===== src/rtl/adc5g_ps_sequencer.sv =====
// -----------------------------------------------------------------------------
// adc5g_ps_sequencer
//
// Drives the dynamic phase-shift interface of one ADC5G capture MMCM on behalf
// of the OPB controller registers. Software posts a direction plus a step count.
// The sequencer then issues one PSEN pulse per step and waits for PSDONE, with
// a timeout. It keeps a running signed phase position and reports busy, done
// and error status.
//
// Ports:
//   OPB_Clk      sole clock (also the MMCM PSCLK at top level)
//   OPB_Rst      asynchronous active-high reset
//   cmd_valid    command request
//   cmd_ready    command can be accepted (idle and MMCM locked)
//   cmd_dir      1 = increment, 0 = decrement
//   cmd_steps    number of phase-shift steps
//   clear_pos    synchronous clear of phase_pos
//   dcm_locked   MMCM lock status
//   psen         MMCM phase-shift enable, one cycle per step
//   psincdec     MMCM phase-shift direction, held from accept to next accept
//   psdone       MMCM phase-shift completion
//   busy         command in progress
//   done         one-cycle pulse at command end (success or error)
//   steps_done   steps completed in current or last command
//   phase_pos    accumulated position, two's complement, wraps mod 2^POS_W
//   err_timeout  sticky: PSDONE did not arrive in time
//   err_lock     sticky: command aborted on lock loss
// -----------------------------------------------------------------------------
module adc5g_ps_sequencer #(
   parameter int STEP_W         = 10,
   parameter int POS_W          = 16,
   parameter int TIMEOUT_CYCLES = 1024,
   parameter int GAP_CYCLES     = 2
) (
   input  logic              OPB_Clk,
   input  logic              OPB_Rst,
   input  logic              cmd_valid,
   output logic              cmd_ready,
   input  logic              cmd_dir,
   input  logic [STEP_W-1:0] cmd_steps,
   input  logic              clear_pos,
   input  logic              dcm_locked,
   output logic              psen,
   output logic              psincdec,
   input  logic              psdone,
   output logic              busy,
   output logic              done,
   output logic [STEP_W-1:0] steps_done,
   output logic [POS_W-1:0]  phase_pos,
   output logic              err_timeout,
   output logic              err_lock
);

   localparam int TCNT_W = $clog2(TIMEOUT_CYCLES);
   localparam int GCNT_W = $clog2(GAP_CYCLES + 1);
   localparam logic [TCNT_W-1:0] TCNT_LAST = TCNT_W'(TIMEOUT_CYCLES - 1);
   localparam logic [GCNT_W-1:0] GCNT_LAST = GCNT_W'(GAP_CYCLES - 1);

   typedef enum logic [2:0] {IDLE, PULSE, WAIT, GAP, FIN} state_t;

   state_t            state, next_state;
   logic [STEP_W-1:0] remaining;
   logic [TCNT_W-1:0] tcnt;
   logic [GCNT_W-1:0] gcnt;
   logic              accept, step_ok, timeout_hit, lock_lost;

   // Decoded straight from the state register: psen and busy drop as soon as
   // reset asserts, with no clock edge needed.
   assign cmd_ready = (state == IDLE) && dcm_locked;
   assign psen      = (state == PULSE);
   assign busy      = (state != IDLE);

   // NOTE: every signal written here gets a default first, so no path can
   // leave one unassigned and infer a latch.
   always_comb begin
      next_state  = state;
      accept      = 1'b0;
      step_ok     = 1'b0;
      timeout_hit = 1'b0;
      lock_lost   = 1'b0;
      case (state)
         IDLE: begin
            if (cmd_valid && cmd_ready) begin
               accept     = 1'b1;
               next_state = (cmd_steps == '0) ? FIN : PULSE;
            end
         end
         PULSE: begin
            // The pulse already on psen still lasts its full single cycle.
            if (!dcm_locked) begin
               lock_lost  = 1'b1;
               next_state = FIN;
            end else begin
               next_state = WAIT;
            end
         end
         WAIT: begin
            // Lock loss wins. A psdone in the expiry cycle still counts as a
            // completed step.
            if (!dcm_locked) begin
               lock_lost  = 1'b1;
               next_state = FIN;
            end else if (psdone) begin
               step_ok    = 1'b1;
               next_state = (remaining == STEP_W'(1)) ? FIN : GAP;
            end else if (tcnt == TCNT_LAST) begin
               timeout_hit = 1'b1;
               next_state  = FIN;
            end
         end
         GAP: begin
            if (!dcm_locked) begin
               lock_lost  = 1'b1;
               next_state = FIN;
            end else if (gcnt == GCNT_LAST) begin
               next_state = PULSE;
            end
         end
         FIN:     next_state = IDLE;
         default: next_state = IDLE;
      endcase
   end

   // NOTE: sequential state uses non-blocking assignments only, so every
   // register samples pre-edge values regardless of block ordering.
   always_ff @(posedge OPB_Clk or posedge OPB_Rst) begin
      if (OPB_Rst) state <= IDLE;
      else         state <= next_state;
   end

   always_ff @(posedge OPB_Clk or posedge OPB_Rst) begin
      if (OPB_Rst) begin
         done        <= 1'b0;
         psincdec    <= 1'b0;
         remaining   <= '0;
         steps_done  <= '0;
         phase_pos   <= '0;
         err_timeout <= 1'b0;
         err_lock    <= 1'b0;
         tcnt        <= '0;
         gcnt        <= '0;
      end else begin
         done <= (state == FIN);

         if (accept) begin
            psincdec    <= cmd_dir;
            remaining   <= cmd_steps;
            steps_done  <= '0;
            err_timeout <= 1'b0;
            err_lock    <= 1'b0;
         end

         // The timeout window restarts at every pulse. WAIT always exits by
         // TCNT_LAST, so the counter never needs to saturate.
         if (state == PULSE)     tcnt <= '0;
         else if (state == WAIT) tcnt <= tcnt + TCNT_W'(1);

         if (state == WAIT)     gcnt <= '0;
         else if (state == GAP) gcnt <= gcnt + GCNT_W'(1);

         if (step_ok) begin
            steps_done <= steps_done + STEP_W'(1);
            if (remaining != STEP_W'(1)) remaining <= remaining - STEP_W'(1);
         end

         if (timeout_hit) err_timeout <= 1'b1;
         if (lock_lost)   err_lock    <= 1'b1;

         // A software clear beats a same-cycle step update.
         if (clear_pos)    phase_pos <= '0;
         else if (step_ok) phase_pos <= psincdec ? phase_pos + POS_W'(1)
                                                 : phase_pos - POS_W'(1);
      end
   end

endmodule


===== config.mk =====
export PLATFORM = sky130hd
export DESIGN_NAME = adc5g_ps_sequencer
export DESIGN_NICKNAME = d
export VERILOG_FILES = /design/src/rtl/adc5g_ps_sequencer.sv
export SDC_FILE = /design/constraint.sdc
export NUM_CORES = 1
export LEC_CHECK = 0
export ABC_AREA = 1
export BUFFER_PORTS_ARGS = -buffer_cell sky130_fd_sc_hd__buf_2
export CAP_MARGIN = 30
export CORE_ASPECT_RATIO = 1.75
export CORE_MARGIN = 2
export CORE_UTILIZATION = 45
export CTS_BUF_LIST = sky130_fd_sc_hd__clkbuf_4 sky130_fd_sc_hd__clkbuf_8 sky130_fd_sc_hd__clkbuf_16
export DETAILED_ROUTE_END_ITERATION = 10
export SYNTH_ARGS = -nofsm -noshare
export SYNTH_HDL_FRONTEND = slang
export SYNTH_SLANG_ARGS = --single-unit

===== constraint.sdc =====
create_clock -name OPB_Clk -period 2.28 [get_ports OPB_Clk]
set_clock_uncertainty 0.1 [all_clocks]
set_input_delay 0.342 -clock OPB_Clk [delete_from_list [all_inputs] [get_ports OPB_Clk]]
set_output_delay 0.342 -clock OPB_Clk [all_outputs]
set_load 0.02 [all_outputs]

==> summary.txt, run 1 <==
Routing
  • Final ANT Viol Nets: 0
  • Final wirelength: 8.95 mm
  • Detailed Routing Iterations Pass 1: 6
  • Detailed Route Iter0 Violations: 201
  • Via count: 3,448
  • Routed vias/inst: 5.16
  • Drt wl/cell: 13.4 um
  • Drt drc: 0

Die
  • Core area: 7910 um^2
  • Die area: 8860 um^2
  • I/O pin cnt: 50
  • Die Wd: 72.0 um
  • Die H: 123 um
  • Initial Util: 46.1%
  • Core Rows: 43

Timing
  • Fin crit share: 92.6%
  • Final setup viols: 0
  • Final setup TNS: 0 ns
  • Minimum clock period: 2.11 ns
  • Final Max Slew Viols: 0
  • Fin. Hold Viols: 0
  • Rel. slew slack: 76.4%
  • RSZ-0062 raised after global routing: false
  • Least-Margin Pin Slew: 0.351 ns
  • Max Clock Freq: 474 MHz

Synthesis
  • Ys async rst share: 100%
  • Count of cell types in the netlist: 39
  • Synth top cells by count: 162 x nand2_1, 66 x inv_1, 55 x dfrtp_1, 48 x nor2_1, 33 x nand3_1
  • Top-count cell post-synth: nand2_1
  • Synth Flop Type: dfrtp_1
  • Post-synth EDFFs: 0
  • Synth area leader: dfrtp_1
  • Share of the synthesized area in the top cell type: 37.8%
  • Post-Syn Nets: 550
  • Yosys warns: 0
  • FF+latch count, synth: 55
  • Sequential-to-total area share from yosys stat: 37.8%
  • Synth Instances: 513
  • Syn Area/Cell: 7.10 um^2
  • Area contributors post-synth: dfrtp_1 38%, nand2_1 17%, inv_1 6.8%, ha_1 6.5%, nor2_1 4.9%
  • Mapped Area: 3640 um^2

Flow run
  • Max-cap viol count: 0

Cells and area
  • ANT cells: 0
  • Fin cells: 668
  • Final core utilization: 54.3%
  • Fillers: 800
  • Area of the multi-input gates: 1970 um^2
  • Fraction of layout cells with a size suffix above 1: 16.3%
  • Synth-to-Final Area Change: 17.9%
  • Flip-flop and latch area: 1380 um^2
  • Final nets: 614

Critical path
  • CP Depth: 9
  • CP peak stage delay: 0.39 ns
  • CP arrival: 2.21 ns
  • Crit path capture: phase_pos[12]
  • Worst Path Max Fanout: 6
  • Critical path type: reg2reg
  • Buf+Inv Stages, Crit Path: 2
  • Reg2reg end: phase_pos[12]
  • Req. time, crit path: 2.37 ns
  • CP dominant cell by count: nand3_1
  • CP endpoint kind: flop
  • CP startpoint kind: flop
  • Crit path cell chain: clkinvlp_4 -> buf_4 -> ha_1 -> or2_2 -> and2_1 -> nand3_1 -> nand4_1 -> nand3_1 -> nand2_1
  • Path depth of the worst reg2reg path: 9
  • Worst r2r src: psincdec
  • Crit-path slowest cell: dfrtp_1
  • R2R Setup Slk: 0.17 ns
  • Launch point of the worst path: psincdec
  • Cell family with most CP delay: simple AND/OR/NAND/NOR gates

CTS
  • Root buffer cell: clkbuf_16
  • Cts bufs inserted: 5
  • TritonCTS clock tree: built
  • CTS H-tree depth: 2
  • Maximum clock insertion buffer count: 2
  • Clock latency at the later pin of the worst-skew pair: 0.30 ns
  • Clock transition at path regs: 0.08 ns
  • Sink Count: 55

GRT
  • First-pass GRT wire length: 15.3 mm
  • Vias in the first global route: 3,403
  • GRT Total Usage: 22.0%
  • Largest net degree at the start of global routing: 56
  • Antenna violations before repair: 0
  • Grt ovf: 0

Hold path
  • Hold WC Path Type: in2reg
  • Hold Path Cell Cnt: 3

Placed design
  • Placed Cells: 654
  • # port buffers: 49
  • Final HPWL DP: 6.79 mm
  • Final GP Congestion: 0.961

Pwr
  • Tot Pwr: 4410 uW
  • P per Cell Area: 1030 nW/um^2
  • Cell leakage power: 0.00235 uW
  • Worst VDD drop: 655 uV

Status
  • Outcome: finished, final reports clean
==> layout by cell type, fill, tap and decap left out, types with 6 or more instances in the layout <==
cell type  count
buf_2         49
nand2_1      161
inv_2          8
buf_4         12
xor2_1         8
ha_1          18
nor2_1        48
inv_1         64
dfrtp_1       55
o22ai_1        6
nand3b_1       7
a21oi_1       17
nor3_1         7
o21ai_0       32
nand3_1       33
==> state kept, by name, summed over array words and instances (netlist names) <==
| register | cells |
|---|---|
| gcnt | 2 |
| err_lock | 1 |
| state | 3 |
| steps_done | 10 |
| err_timeout | 1 |
| phase_pos | 16 |
| done | 1 |
| tcnt | 10 |
| remaining | 10 |
| psincdec | 1 |
==> report_power, final <==
group          total [uW]  switching [uW]  internal, uW
registers            1360             186          1170
clock network        1000             373           630
logic                2040            1290           751
==> metrics by stage <==
stage | worst slack, ns | instance area, um^2 | hold slack (ns)
after floorplan | 0.168 | 3640 | 0.358
after global placement | 0.185 | 4030 | 0.323
after detailed placement | 0.157 | 4030 | 0.322
after CTS | 0.0943 | 4230 | 0.197
after global routing | 0.0169 | 4300 | 0.226
final | 0.169 | 4300 | 0.196
==> worst register-to-register path: stages, from the launching register on <==
cell and delay, ns:
dfrtp_1 0.39, clkinvlp_4 0.15, buf_4 0.17, ha_1 0.33, or2_2 0.29, and2_1 0.20, nand3_1 0.12, nand4_1 0.11
nand3_1 0.10, nand2_1 0.05
==> cell families (layout without fill, tap and decap cells) <==
| group | after synthesis | after routing | synth area share, % |
|---|---|---|---|
| and+or+nand+nor | 277 | 277 | 32.9 |
| buffers and inverters | 79 | 144 | 8.82 |
| AOI/OAI and AO/OA | 71 | 71 | 10.8 |
| DFF | 55 | 55 | 37.8 |
| adders and majority gates | 20 | 20 | 7.07 |
| xor gates and xnor gates | 11 | 11 | 2.64 |
==> worst min-delay path by stage <==
stage                       from             to  slack (ns)
floorplan                tcnt[3]        tcnt[3]        0.36
global placement         OPB_Rst  phase_pos[11]        0.32
detailed placement       OPB_Rst  phase_pos[11]        0.32
CTS                      cmd_dir       psincdec        0.20
global route        cmd_steps[4]   remaining[4]        0.23
finish                   cmd_dir       psincdec        0.20
==> layer usage <==
layer  up-vias  global-route usage [%]  wire [um]  share of wire (%)
met5         -                       0          0                  0
met4         0                    7.31        177                2.0
met3        14                    3.42        237                2.6
met2        49                    42.5       5090                 57
met1      1611                    23.8       3450                 39
li1       1774                       -          -                  -
==> timing repair <==
item / in CTS / in global routing
hold endpoints to repair: 7 / 0
setup endpoints to repair: 0 / 5
buffers inserted: 0 / 5
gates resized for setup: 0 / 5
hold buffers: 1 / 0
==> layout make-up <==
class                      instances  share of cell area (%)
multi-input combinational        379                    45.9
clock buffer                       5                    2.91
timing repair buffer              63                    8.51
inverter                          73                    6.47
sequential                        55                    32.0
clock inverter                     3                    1.57
tap                               90                    2.62
Note: power is estimated with default switching activity, not from simulation.
==> inputs of run 2 (changes only) <==
==> constraint.sdc (replaced) <==
create_clock -name OPB_Clk -period 2.28 [get_ports OPB_Clk]
set_clock_uncertainty 0.1 [all_clocks]
set_input_delay 0.342 -clock OPB_Clk [delete_from_list [all_inputs] [get_ports OPB_Clk]]
set_output_delay 0.342 -clock OPB_Clk [all_outputs]
set_load 0.05 [all_outputs]
==> run 2 against run 1 <==
  * Flip-flop and latch count stayed put
  * Sequential share of layout area rose by 0.47 points
  * First-iteration DRC count fell by 32%
  * Sequential power hardly changed
  * Count of clock-buffer cells in the layout up 1
  * Clock power barely moved
  * Register-to-register slack better by 0.11 ns
==> summary.txt, run 2 (same netlist as run 1, synthesis figures left out) <==
CTS
  • Hold_buf cts: 1 (unchanged)
  • Root buffer cell: clkbuf_16
  • Sink Count: 55 (unchanged)
  • CTS H-tree depth: 2 (unchanged)
  • Cts repair resizes: 0 (unchanged)
  • Maximum clock insertion buffer count: 2 (unchanged)
  • Clock latency at the later pin of the worst-skew pair: 0.30 ns (about the same)
  • Clock transition at path regs: 0.07 ns (about the same)
  • Postcts setup bufs: 0 (unchanged)
  • Cts bufs inserted: 5 (unchanged)
  • TritonCTS clock tree: built

Pwr
  • Comb pwr share: 48.1% (+1.7 points)
  • Worst VDD drop: 928 uV (+42%)
  • Switch share: 44.7% (+2.6 points)
  • Clock share of power: 22.1% (-0.7 points)
  • Flop pwr share: 29.9% (-0.9 points)
  • Pint: 2520 uW (-1.4%)
  • Cell leakage power: 0.00233 uW (-0.70%)
  • P per Cell Area: 1070 nW/um^2 (+4.7%)
  • Psw: 2030 uW (+9.6%)

Timing
  • Fin. Hold Viols: 0 (unchanged)
  • Rel. slew slack: 64.7% (-12 points)
  • Fin crit share: 87.6% (-5.0 points)
  • Max Clock Freq: 501 MHz (+5.7%)
  • RSZ-0062 raised after global routing: false
  • Final Max Slew Viols: 0 (unchanged)
  • Final setup TNS: 0 ns (unchanged)
  • Minimum clock period: 2.00 ns (-0.115 ns)
  • Final setup viols: 0 (unchanged)
  • Least-Margin Pin Slew: 0.528 ns (+0.177 ns)

Routing
  • Final ANT Viol Nets: 0 (unchanged)
  • Via count: 3,446 (-0.058%)
  • Detailed Route Iter0 Violations: 136 (-32%)
  • Drt wl/cell: 13.6 um (+1.1%)
  • Drt drc: 0 (unchanged)
  • Routed vias/inst: 5.21 (+0.85%)
  • Final wirelength: 8.97 mm (+0.19%)
  • Detailed Routing Iterations Pass 1: 4 (-2)

Die
  • Die area: 8860 um^2 (unchanged)
  • Die H: 123 um (unchanged)
  • I/O pin cnt: 50 (unchanged)
  • Initial Util: 46.1% (unchanged)
  • Core area: 7910 um^2 (unchanged)
  • Die Wd: 72.0 um (unchanged)
  • Core Rows: 43 (unchanged)

Critical path
  • CP startpoint kind: flop
  • Buf+Inv Stages, Crit Path: 2 (unchanged)
  • CP endpoint kind: flop
  • Req. time, crit path: 2.37 ns (about the same)
  • CP arrival: 2.08 ns (-0.13 ns)
  • Worst Path Max Fanout: 16 (+10)
  • Critical path type: reg2reg
  • Cell family with most CP delay: simple AND/OR/NAND/NOR gates
  • Crit-path slowest cell: dfrtp_2
  • CP peak stage delay: 0.41 ns (+0.02 ns)
  • Crit path cell chain: inv_1 -> buf_12 -> ha_1 -> or2_2 -> nand3_1 -> nand2_1 -> nand2_1 -> nand3_1 -> nand3_1 -> nand2_1

Flow run
  • Max-cap viol count: 0 (unchanged)

GRT
  • Vias in the first global route: 3,417 (+0.41%)
  • GRT Total Usage: 22.4% (+0.40 points)
  • Antenna violations before repair: 0 (unchanged)
  • Grt ovf: 0 (unchanged)
  • First-pass GRT wire length: 15.6 mm (+1.4%)
  • Largest net degree at the start of global routing: 36 (-36%)

Cells and area
  • Final nets: 608 (-0.98%)
  • ANT cells: 0 (unchanged)
  • Fraction of layout cells with a size suffix above 1: 14.7% (-1.6 points)
  • Synth-to-Final Area Change: 16.2%
  • Commonest non-fill, non-tap cell in the layout: nand2_1
  • Max reg flops: 16 (unchanged)
  • Largest reg by FF count: phase_pos
  • Final core utilization: 53.6% (-0.74 points)
  • Commonest cells after routing, fill and taps aside: 162 x nand2_1, 65 x inv_1, 54 x dfrtp_1
  • Fillers: 768 (-4.0%)

Placed design
  • Final HPWL DP: 6.90 mm (+1.6%)
  • Final GP Congestion: 0.852 (-11%)
  • # port buffers: 49 (unchanged)

Hold path
  • Hold WC Path Type: in2reg

Status
  • Outcome: finished, final reports clean
run 2: cell types whose count changed in the layout (fill, tap and decap cells not counted), sizes merged:
cell / delta
buf: -6
clkbuf: +1
clkinvlp: -2
inv: +1
run 2: path summary, 6_finish.rpt:
check	endpoint	depth (start not counted)	startpoint	slack, ns
worst max-delay path	phase_pos[11]	10	psincdec	0.28
min in group asynchronous	phase_pos[15]	3	OPB_Rst	0.53
max in group asynchronous	steps_done[1]	4	OPB_Rst	0.97
worst min register to register	tcnt[8]	1	tcnt[8]	0.39
worst min-delay path	psincdec	3	cmd_dir	0.15
worst max register to register	phase_pos[11]	10	psincdec	0.28
run 2: final cells by class:
class | count | area [um^2] | share of cell area, %
multi-input cells | 379 | 1950 | 46.0
flip-flops and latches | 55 | 1380 | 32.5
repair buffers | 57 | 333 | 7.86
inverters | 73 | 274 | 6.47
clock buffers | 6 | 133 | 3.13
well taps | 90 | 113 | 2.66
clock inverters | 2 | 60.1 | 1.42
run 2: power by group through the flow:
stage / logic, uW / clock network (uW) / registers (uW)
floorplan: 1450 / 0 / 1560
global placement: 2150 / 0 / 1370
detailed placement: 2190 / 0 / 1380
CTS: 2210 / 1030 / 1360
global route: 2490 / 1060 / 1400
finish: 2190 / 1000 / 1360
run 2: stage by stage:
stage               area, um^2  hold slack [ns]  power [uW]  setup slack, ns  cells
finish                    4240            0.151        4550            0.283    662
global route              4240            0.168        4950            0.102    662
CTS                       4240            0.147        4590            0.275    662
detailed placement        4030            0.305        3570            0.285    653
global placement          4030            0.298        3530            0.332    653
floorplan                 3650            0.358        3010            0.108    513
run 2: worst min-delay path, delay by kind of cell:
kind	cells	cell delay, ns
AOI/OAI and AO/OA	1	0.05
buffers and inverters	1	0.07
and+or+nand+nor	1	0.04
run 2: layer usage:
layer  track usage (%)  wire [um]  vias up
met5                 0          0        -
met4              9.55        262        0
met3              3.10        268       17
met2              41.8       4930       65
met1              24.9       3520     1603
li1                  -          -     1761
